$ cat src/rtl/fpa_pkg.sv
// Shared constants, FSM state type and binary32 field layout for the multi-cycle adder.
// Operand helpers used by the datapath to build significands and their two's-complement forms.
package fpa_pkg;

  localparam int EXP_W     = 8;
  localparam int MAN_W     = 23;
  localparam int BIAS      = 127;
  localparam int MAX_SHIFT = 25;
  localparam int CNT_W     = $clog2(MAX_SHIFT + 1);

  // All-ones exponent (2*BIAS+1) encodes infinity.
  localparam logic [EXP_W-1:0] EXP_INF = EXP_W'(2 * BIAS + 1);

  typedef enum logic [2:0] {
    IDLE  = 3'd0,
    LOAD  = 3'd1,
    ALIGN = 3'd2,
    ADD   = 3'd3,
    NORM  = 3'd4,
    DONE  = 3'd5
  } state_t;

  typedef struct packed {
    logic             sign;
    logic [EXP_W-1:0] exp;
    logic [MAN_W-1:0] man;
  } fp32_t;

  // A zero exponent means the operand contributes nothing (no subnormal support).
  function automatic logic [MAN_W:0] significand(input fp32_t f);
    return (f.exp != '0) ? {1'b1, f.man} : '0;
  endfunction

  function automatic logic [MAN_W+1:0] to_twos(input logic [MAN_W:0] mag, input logic neg);
    return neg ? (~{1'b0, mag} + 1'b1) : {1'b0, mag};
  endfunction

endpackage

$ cat src/rtl/fpa_datapath.sv
// Operand registers, 1-bit/cycle align shifter with counter, 25-bit signed adder, 1-bit/cycle normaliser.
// Each stage advances only on its enable from the control FSM; ans holds until the next completion.
module fpa_datapath
  import fpa_pkg::*;
(
  input  logic        clk,
  input  logic        rst,
  input  logic        load,
  input  logic        align_en,
  input  logic        add_en,
  input  logic        norm_en,
  input  fp32_t       ain,
  input  fp32_t       bin,
  output logic        align_skip,
  output logic        cnt_one,
  output logic        norm_done,
  output logic [31:0] ans
);

  logic             a_big;
  fp32_t            op_big;
  fp32_t            op_small;
  logic [EXP_W-1:0] diff;
  logic [CNT_W-1:0] shift_cnt;

  logic             sign_b;
  logic             sign_s;
  logic [EXP_W-1:0] exp_b;
  logic [MAN_W:0]   man_b;
  logic [MAN_W:0]   man_s;
  logic [CNT_W-1:0] cnt;

  logic [MAN_W+1:0] twos_b;
  logic [MAN_W+1:0] twos_s;
  logic [MAN_W+2:0] sum;
  logic [MAN_W+1:0] sum_mag;

  logic             res_sign;
  logic [EXP_W-1:0] res_exp;
  logic [MAN_W+1:0] res_mag;
  logic             res_zero;
  fp32_t            ans_q;

  always_comb begin
    a_big     = (ain.exp >= bin.exp);
    op_big    = a_big ? ain : bin;
    op_small  = a_big ? bin : ain;
    diff      = op_big.exp - op_small.exp;
    shift_cnt = (diff > EXP_W'(MAX_SHIFT)) ? CNT_W'(MAX_SHIFT) : diff[CNT_W-1:0];
  end

  assign align_skip = (diff == '0);
  assign cnt_one    = (cnt == CNT_W'(1));

  // Both terms fit in 25 bits signed; one extra bit keeps the sum exact.
  assign twos_b  = to_twos(man_b, sign_b);
  assign twos_s  = to_twos(man_s, sign_s);
  assign sum     = {twos_b[MAN_W+1], twos_b} + {twos_s[MAN_W+1], twos_s};
  assign sum_mag = sum[MAN_W+2] ? (~sum[MAN_W+1:0] + 1'b1) : sum[MAN_W+1:0];

  // An exponent driven to zero by left shifts flushes the result to +0.
  assign res_zero  = (res_mag == '0) || (res_exp == '0);
  assign norm_done = res_zero || (res_mag[MAN_W] && !res_mag[MAN_W+1]);
  assign ans       = ans_q;

  always_ff @(posedge clk or negedge rst) begin
    if (!rst) begin
      sign_b <= 1'b0;
      sign_s <= 1'b0;
      exp_b  <= '0;
      man_b  <= '0;
      man_s  <= '0;
      cnt    <= '0;
    end else if (load) begin
      sign_b <= op_big.sign;
      sign_s <= op_small.sign;
      exp_b  <= op_big.exp;
      man_b  <= significand(op_big);
      man_s  <= significand(op_small);
      cnt    <= shift_cnt;
    end else if (align_en) begin
      man_s <= man_s >> 1;
      cnt   <= cnt - 1'b1;
    end
  end

  always_ff @(posedge clk or negedge rst) begin
    if (!rst) begin
      res_sign <= 1'b0;
      res_exp  <= '0;
      res_mag  <= '0;
    end else if (add_en) begin
      res_sign <= sum[MAN_W+2];
      res_exp  <= exp_b;
      res_mag  <= sum_mag;
    end else if (norm_en && !norm_done) begin
      if (res_mag[MAN_W+1]) begin
        res_mag <= res_mag >> 1;
        res_exp <= res_exp + 1'b1;
      end else begin
        res_mag <= res_mag << 1;
        res_exp <= res_exp - 1'b1;
      end
    end
  end

  // Result is registered on the edge entering DONE so it is valid alongside the done pulse.
  always_ff @(posedge clk or negedge rst) begin
    if (!rst) begin
      ans_q <= '0;
    end else if (norm_en && norm_done) begin
      if (res_zero)
        ans_q <= '0;
      else if (res_exp == EXP_INF)
        ans_q <= {res_sign, EXP_INF, {MAN_W{1'b0}}};
      else
        ans_q <= {res_sign, res_exp, res_mag[MAN_W-1:0]};
    end
  end

endmodule

$ cat src/rtl/floating_point_adder.sv
// Control FSM for a multi-cycle binary32 adder; start sampled only in IDLE, ignored while busy.
// done pulses one cycle with Ans, 4 + align shifts + normalise shifts cycles after the start edge.
module floating_point_adder
  import fpa_pkg::*;
(
  input  logic        clk,
  input  logic        rst,
  input  logic        start,
  input  logic [31:0] Ain,
  input  logic [31:0] Bin,
  output logic        done,
  output logic [31:0] Ans
);

  state_t state;
  state_t state_nxt;

  logic load;
  logic align_en;
  logic add_en;
  logic norm_en;
  logic align_skip;
  logic cnt_one;
  logic norm_done;

  always_ff @(posedge clk or negedge rst) begin
    if (!rst)
      state <= IDLE;
    else
      state <= state_nxt;
  end

  always_comb begin
    state_nxt = state;
    case (state)
      IDLE:    state_nxt = start ? LOAD : IDLE;
      LOAD:    state_nxt = align_skip ? ADD : ALIGN;
      ALIGN:   state_nxt = cnt_one ? ADD : ALIGN;
      ADD:     state_nxt = NORM;
      NORM:    state_nxt = norm_done ? DONE : NORM;
      DONE:    state_nxt = IDLE;
      default: state_nxt = IDLE;
    endcase
  end

  always_comb begin
    load     = 1'b0;
    align_en = 1'b0;
    add_en   = 1'b0;
    norm_en  = 1'b0;
    done     = 1'b0;
    case (state)
      LOAD:    load     = 1'b1;
      ALIGN:   align_en = 1'b1;
      ADD:     add_en   = 1'b1;
      NORM:    norm_en  = 1'b1;
      DONE:    done     = 1'b1;
      default: ;
    endcase
  end

  fpa_datapath u_datapath (
    .clk        (clk),
    .rst        (rst),
    .load       (load),
    .align_en   (align_en),
    .add_en     (add_en),
    .norm_en    (norm_en),
    .ain        (Ain),
    .bin        (Bin),
    .align_skip (align_skip),
    .cnt_one    (cnt_one),
    .norm_done  (norm_done),
    .ans        (Ans)
  );

endmodule

$ cat config.mk
export PLATFORM = sky130hd
export DESIGN_NAME = floating_point_adder
export DESIGN_NICKNAME = d
export VERILOG_FILES = /design/src/rtl/fpa_pkg.sv /design/src/rtl/fpa_datapath.sv /design/src/rtl/floating_point_adder.sv
export SDC_FILE = /design/constraint.sdc
export NUM_CORES = 1
export LEC_CHECK = 0
export ABC_CLOCK_PERIOD_IN_PS = 5600
export CAP_MARGIN = 20
export CORE_MARGIN = 2
export CORE_UTILIZATION = 53
export DETAILED_ROUTE_END_ITERATION = 6
export HOLD_SLACK_MARGIN = 0.15
export PLACE_DENSITY = 0.79
export RECOVER_POWER = 100
export SYNTH_ARGS = -nofsm -noshare
export SYNTH_HDL_FRONTEND = slang
export SYNTH_SLANG_ARGS = --single-unit
$ cat constraint.sdc
create_clock -name clk -period 5.6 [get_ports clk]
set_input_delay 0.56 -clock clk [delete_from_list [all_inputs] [get_ports clk]]
set_output_delay 0.56 -clock clk [all_outputs]
set_load 0.01 [all_outputs]
# Word level (Yosys, flattened, before mapping)
# Cells that the tools add are included.
# word_totals
regBits,132
out_inout_bits,33
wordCells,78
# classes
n_addsub,8
magnitude_cmp,2
n_eq_ne,7
n_mux,30
bitwise_logic,3
reduce_logical,15
# op_table
operator,count
$mux 25,6
$mux 24,4
$mux 32,3
$add 25x1->25 const B,3
$not 24->25,2
$mux 31,1
$add 25x25->26,1
$logic_not 25->1,1
$not 25->25,1
$mux 8,3
$logic_not 8->1,2
$reduce_bool 8->1,2
$mux 5,3
$pmux 3 s5,1
$mux 1,9
$add 8x1->8 const B,1
$eq 8x8->1 const B,1
$ge 8x8->1,1
$gt 8x5->1 const B,1
$sub 8x1->8 const B,1
$sub 8x8->8,1
$eq 3x2->1 const B,2
$eq 3x3->1 const B,2
$eq 5x1->1 const B,1
7 further kinds,12

# Longest topological paths before layout
# logic_depth
ltp_word,8
depth_mapped,21
ltp_nobuf,20

# By module
# From an unflattened synthesis, not the netlist that was laid out.
# hier_totals
hier_cells,1236
area_unflattened_um2,10227.3
# modules_own_cells
mod,n_inst,cells_per_inst,area_per_inst_um2
fpa_datapath,1,1217,10024.6
floating_point_adder,1,19,202.7

# Worst setup path before layout
# Ideal clock, no wire load.
# synth_timing
path_kind,register to register
startpoint,register u_datapath.man_b[2]
endpoint,register u_datapath.res_mag[24]
setup_ns,0.135
arrival_ns,5.036
setup_slack_ns,0.428
path_stages_with_launch,19
path_buffers,1
synth_period_minus_slack_ns,5.172
cell_sequence,dfrtp_1 -> or4_1 -> or4_1 -> or4_1 -> or4_1 -> o31ai_1 -> xnor2_1 -> ha_1 -> clkbuf_1 -> and3_1 -> nand2_1 -> o32ai_1 -> a311oi_1 -> nand2_1 -> xor2_1 -> or3_1 -> o41ai_2 -> xnor2_1 -> o21ai_0
# synth_via
elab_chain_cells,8
# synth_rtl
element,line_no,source
start: declaration,fpa_datapath.sv:29,logic [MAN_W:0] man_b;
start signal: assignment,fpa_datapath.sv:78,man_b <= significand(op_big);
$not 24->25,fpa_pkg.sv:35,"return neg ? (~{1'b0, mag} + 1'b1) : {1'b0, mag};"
$add 25x1->25,fpa_pkg.sv:35,
$mux 25 (*),fpa_pkg.sv:35,
$add 25x25->26 (*),fpa_datapath.sv:58,"assign sum = {twos_b[MAN_W+1], twos_b} + {twos_s[MAN_W+1], twos_s};"
$not 25->25,fpa_datapath.sv:59,assign sum_mag = sum[MAN_W+2] ? (~sum[MAN_W+1:0] + 1'b1) : sum[MAN_W+1:0];
$add 25x1->25,fpa_datapath.sv:59,
$mux 25 (*),fpa_datapath.sv:59,
$mux 25 (*),fpa_datapath.sv:92,end else if (add_en) begin
end signal: assignment,fpa_datapath.sv:95,res_mag <= sum_mag;
end signal: assignment,fpa_datapath.sv:98,res_mag <= res_mag >> 1;
end signal: assignment,fpa_datapath.sv:101,res_mag <= res_mag << 1;
end: declaration,fpa_datapath.sv:40,logic [MAN_W+1:0] res_mag;
# Every way passes the cells marked *; elsewhere a longest branch is shown, timed or not.
# A chain may end at the register's enable or synchronous reset.

# Final worst setup path
# layout_timing
startpoint,input port Ain[23]
endpoint,register u_datapath.cnt[1]
# layout_via
elab_chain_cells,6
# layout_rtl
element,line_no,source
start: declaration,floating_point_adder.sv:9,"input logic [31:0] Ain,"
$ge 8x8->1,fpa_datapath.sv:45,a_big = (ain.exp >= bin.exp);
$mux 32 (on tied branches),"fpa_datapath.sv:46, fpa_datapath.sv:47",
$sub 8x8->8 (*),fpa_datapath.sv:48,diff = op_big.exp - op_small.exp;
$gt 8x5->1,fpa_datapath.sv:49,shift_cnt = (diff > EXP_W'(MAX_SHIFT)) ? CNT_W'(MAX_SHIFT) : diff[CNT_W-1:0];
$mux 5 (*),fpa_datapath.sv:49,
$mux 5 (*),fpa_datapath.sv:74,end else if (load) begin
end signal: assignment,fpa_datapath.sv:80,cnt <= shift_cnt;
end signal: assignment,fpa_datapath.sv:83,cnt <= cnt - 1'b1;
end: declaration,fpa_datapath.sv:31,logic [CNT_W-1:0] cnt;
# Marked as above.

==> key figures <==
Global route
  – Pin count of the biggest net entering global routing: 70
  – First-pass GRT wire length: 40700 um
  – Via count of the first global-routing pass: 8254
  – GRT Overall Usage: 25.09%
  – GR Overflow Total: 0
  – Initial antenna violation count: 0

Worst setup path
  – Launching element type of the critical path: input pin
  – Arrival time of data at the critical path endpoint: 5720 ps
  – Maximum fanout along the worst path: 12
  – Nature of the critical path endpoint: flop
  – Worst endpoint required time: 5920 ps
  – Type of the worst setup path: input pin to flop
  – Register-to-register setup slack: 260 ps

CTS
  – Total CTS buffers: 17
  – # Post-CTS Setup Buffers: 0
  – Source-to-sink clock delay at the later pin of the worst-skew pair: between 400 and 500 ps
  – H-tree depth: 4
  – Cell at the root of the clock tree: clkbuf_16
  – Clock-pin slew reported for the worst setup and hold paths after clock tree synthesis: approximately 60 ps
  – Number of clock sinks seen by CTS: roughly 130
  – Clock Tree Buf Depth: 2
  – CTS tree: built

Die
  – Overall die width: roughly 140 um
  – I/O Pins: 100
  – Initial standard-cell utilization of the core: 53.76%
  – Die Footprint: 19960 sq um
  – Core Region: 18580 sq um
  – Height of the die: 141.3 um
  – Placement row count: 50

Route
  – Final wirelength: ~25000 um
  – Number of vias per cell after detailed routing: 5.963
  – Antenna Nets Post-Route: 0
  – Total via count in the routed design: 8903
  – Per-cell routed wire length: 16.52 um
  – Starting DRC count in detailed routing: 594
  – First drt pass iteration count: 5
  – Post-route DRC: 0

Synth
  – Post-Syn Nets: 1295
  – Most frequent cells after synthesis: 163 x nand2_1, 156 x o21ai_0, 132 x dfrtp_1
  – Area share of the leading cell type in the synthesized netlist: around a third
  – Post-synthesis cell type count: 67
  – Synthesized area divided by synthesized cell count: 8.458 sq um
  – Yosys reg bits: 132
  – Post-synthesis instance total: 1181
  – Area of the mapped netlist: 9988 sq um
  – Share of synthesized area occupied by flip-flops and latches: 33.07%
  – Yosys warnings: 0
  – Dominant cells by area after synthesis: dfrtp_1 33%, mux2i_1 8.2%, o21ai_0 7.8%, nand2_1 6.1%, ha_1 5.6%
  – Post-synthesis async set-or-reset flop share: 100.0%
  – Top_reg_cell synth: dfrtp_1
  – Number of enable-type register cells in the synthesized netlist: 0
  – Cell type with the largest total area after synthesis: dfrtp_1
  – Most frequently used cell type in the post-synthesis netlist: nand2_1

Finish
  – Final antenna diode count: 0
  – Net count reported at finish: between 1000 and 1500
  – Core occupancy in the finished layout: 63.19%
  – Fraction of final layout cells sized beyond drive strength 1: about 5.6%
  – Area growth from synthesis to final layout: 17.54%
  – Final std cells w/o fill: 1493

Place
  – Total of buffers placed on input and output ports: just under 100
  – Pre-CTS setup slack: 82.44 ps
  – Half-perimeter wire length of the detailed placement result: 18020 um
  – Placed cells: around 1500
  – Routability-driven placement congestion ratio: 0.8991

Timing
  – Setup clock skew after layout: 10.96 ps
  – Slew headroom: -139.3%
  – Worst Tran Pin Value: 3589 ps
  – Crit path time final: 5409 ps
  – Max Transition Viols Final: 266
  – Fmax: 184.9 MHz
  – Final count of negative-setup-slack endpoints: 0
  – Final hold violation count: 0
  – Sum of negative setup slack: 0 ps
  – Period Utilization, post-route: 96.58%
  – Min setup slack post-route: between 150 and 200 ps
  – RSZ-0062 raised after global routing: false

Status
  – Violations in the final reports: capacitance limit, slew limit
  – Status: finished, violations left

Worst hold path
  – Class of the worst hold path: flop to flop

Job
  – Total of max-cap violations: 5
through the flow:
stage / hold slack (ps) / instance area (sq um)
4_1_cts: 253.3 / 11720
2_1_floorplan: 264.4 / 9988
3_5_place_dp: 469.2 / 11120
6_report: 468.4 / 11740
3_3_place_gp: 459.8 / 11120
5_1_grt: 500.5 / 11740
layout make-up:
class                      count  area [sq um]
fill                        1607          6840
clock buffer                  19         442.9
multi-input combinational    953          6351
clock inverter                12         156.4
timing repair buffer         114          1085
sequential                   132          3303
tap                          234         292.8
inverter                      29         108.9
cell usage in the layout (no fill, tap or decap), types with 15 or more instances in the layout:
cell type        netlist  routed
a211oi_1              23      24
a21oi_1               59      59
clkbuf_16              0      17
clkdlybuf4s50_1        0      64
dfrtp_1              132     132
dlygate4sd3_1          0      34
ha_1                  45      42
inv_1                 29      29
mux2i_1               82      82
nand2_1              163     163
nand2b_1              17      17
nor2_1                59      58
nor4_1                15      15
o21a_1                29      29
o21ai_0              156     155
xnor2_1               64      64
xor2_1                35      35
per-layer routing:
metal | routed length, um | share of wire, % | track usage [%] | vias to the layer above
met5 | 0 | 0 | 0 | -
met3 | 1184 | 4.8 | 3.847 | 35
met2 | 11180 | 45 | 39.45 | 267
met4 | 416 | 1.7 | 7.684 | 0
met1 | 11870 | 48 | 35.96 | 4183
li1 | - | - | - | 4418
path summary, 6_finish.rpt:
path	from	endpoint	cells after the start
min in group asynchronous	rst	u_datapath.man_b[9]	1
worst max-delay path	Ain[23]	u_datapath.cnt[1]	13
worst max register to register	u_datapath.man_b[2]	u_datapath.res_mag[23]	17
max in group asynchronous	rst	u_datapath.res_exp[0]	2
worst min-delay path	u_datapath.ans[21]	u_datapath.ans[21]	2
worst min register to register	u_datapath.ans[21]	u_datapath.ans[21]	2
kinds of logic after synthesis:
logic type      Yosys count  share of synthesized area (%)
simple gates            349                          16.54
mux                      83                          8.330
fa+ha+maj                47                          6.038
compound gates          375                          23.68
buf+inv                  96                          3.670
flops                   132                          33.07
xor+xnor                 99                          8.681
registers in the layout (all words and copies together), names as in the netlist:
register and flops:
u_datapath.sign_s 1, u_datapath.res_exp 8, state 3, u_datapath.ans 32
u_datapath.man_b 24, u_datapath.man_s 24, u_datapath.exp_b 8, u_datapath.sign_b 1
u_datapath.res_mag 25, u_datapath.res_sign 1, u_datapath.cnt 5
critical path, cell delays in order:
cell           delay [ps]
dlygate4sd3_1         610
inv_1                  80
ha_1                  350
nand2b_1              170
a2111o_1              410
a211oi_1             1380
mux2i_1               400
a22o_1                370
nor3_1                230
o21ai_1               150
xor2_1                180
or4_1                 530
a32o_1                290
timing repair:
action,in CTS,in global routing
hold buffers,0,0
setup endpoints to repair,0,23
resized for setup,0,11
Power is left out: the tool's default activity adds up to more than one toggle a clock period on the data nets, which glitch-free logic cannot reach.
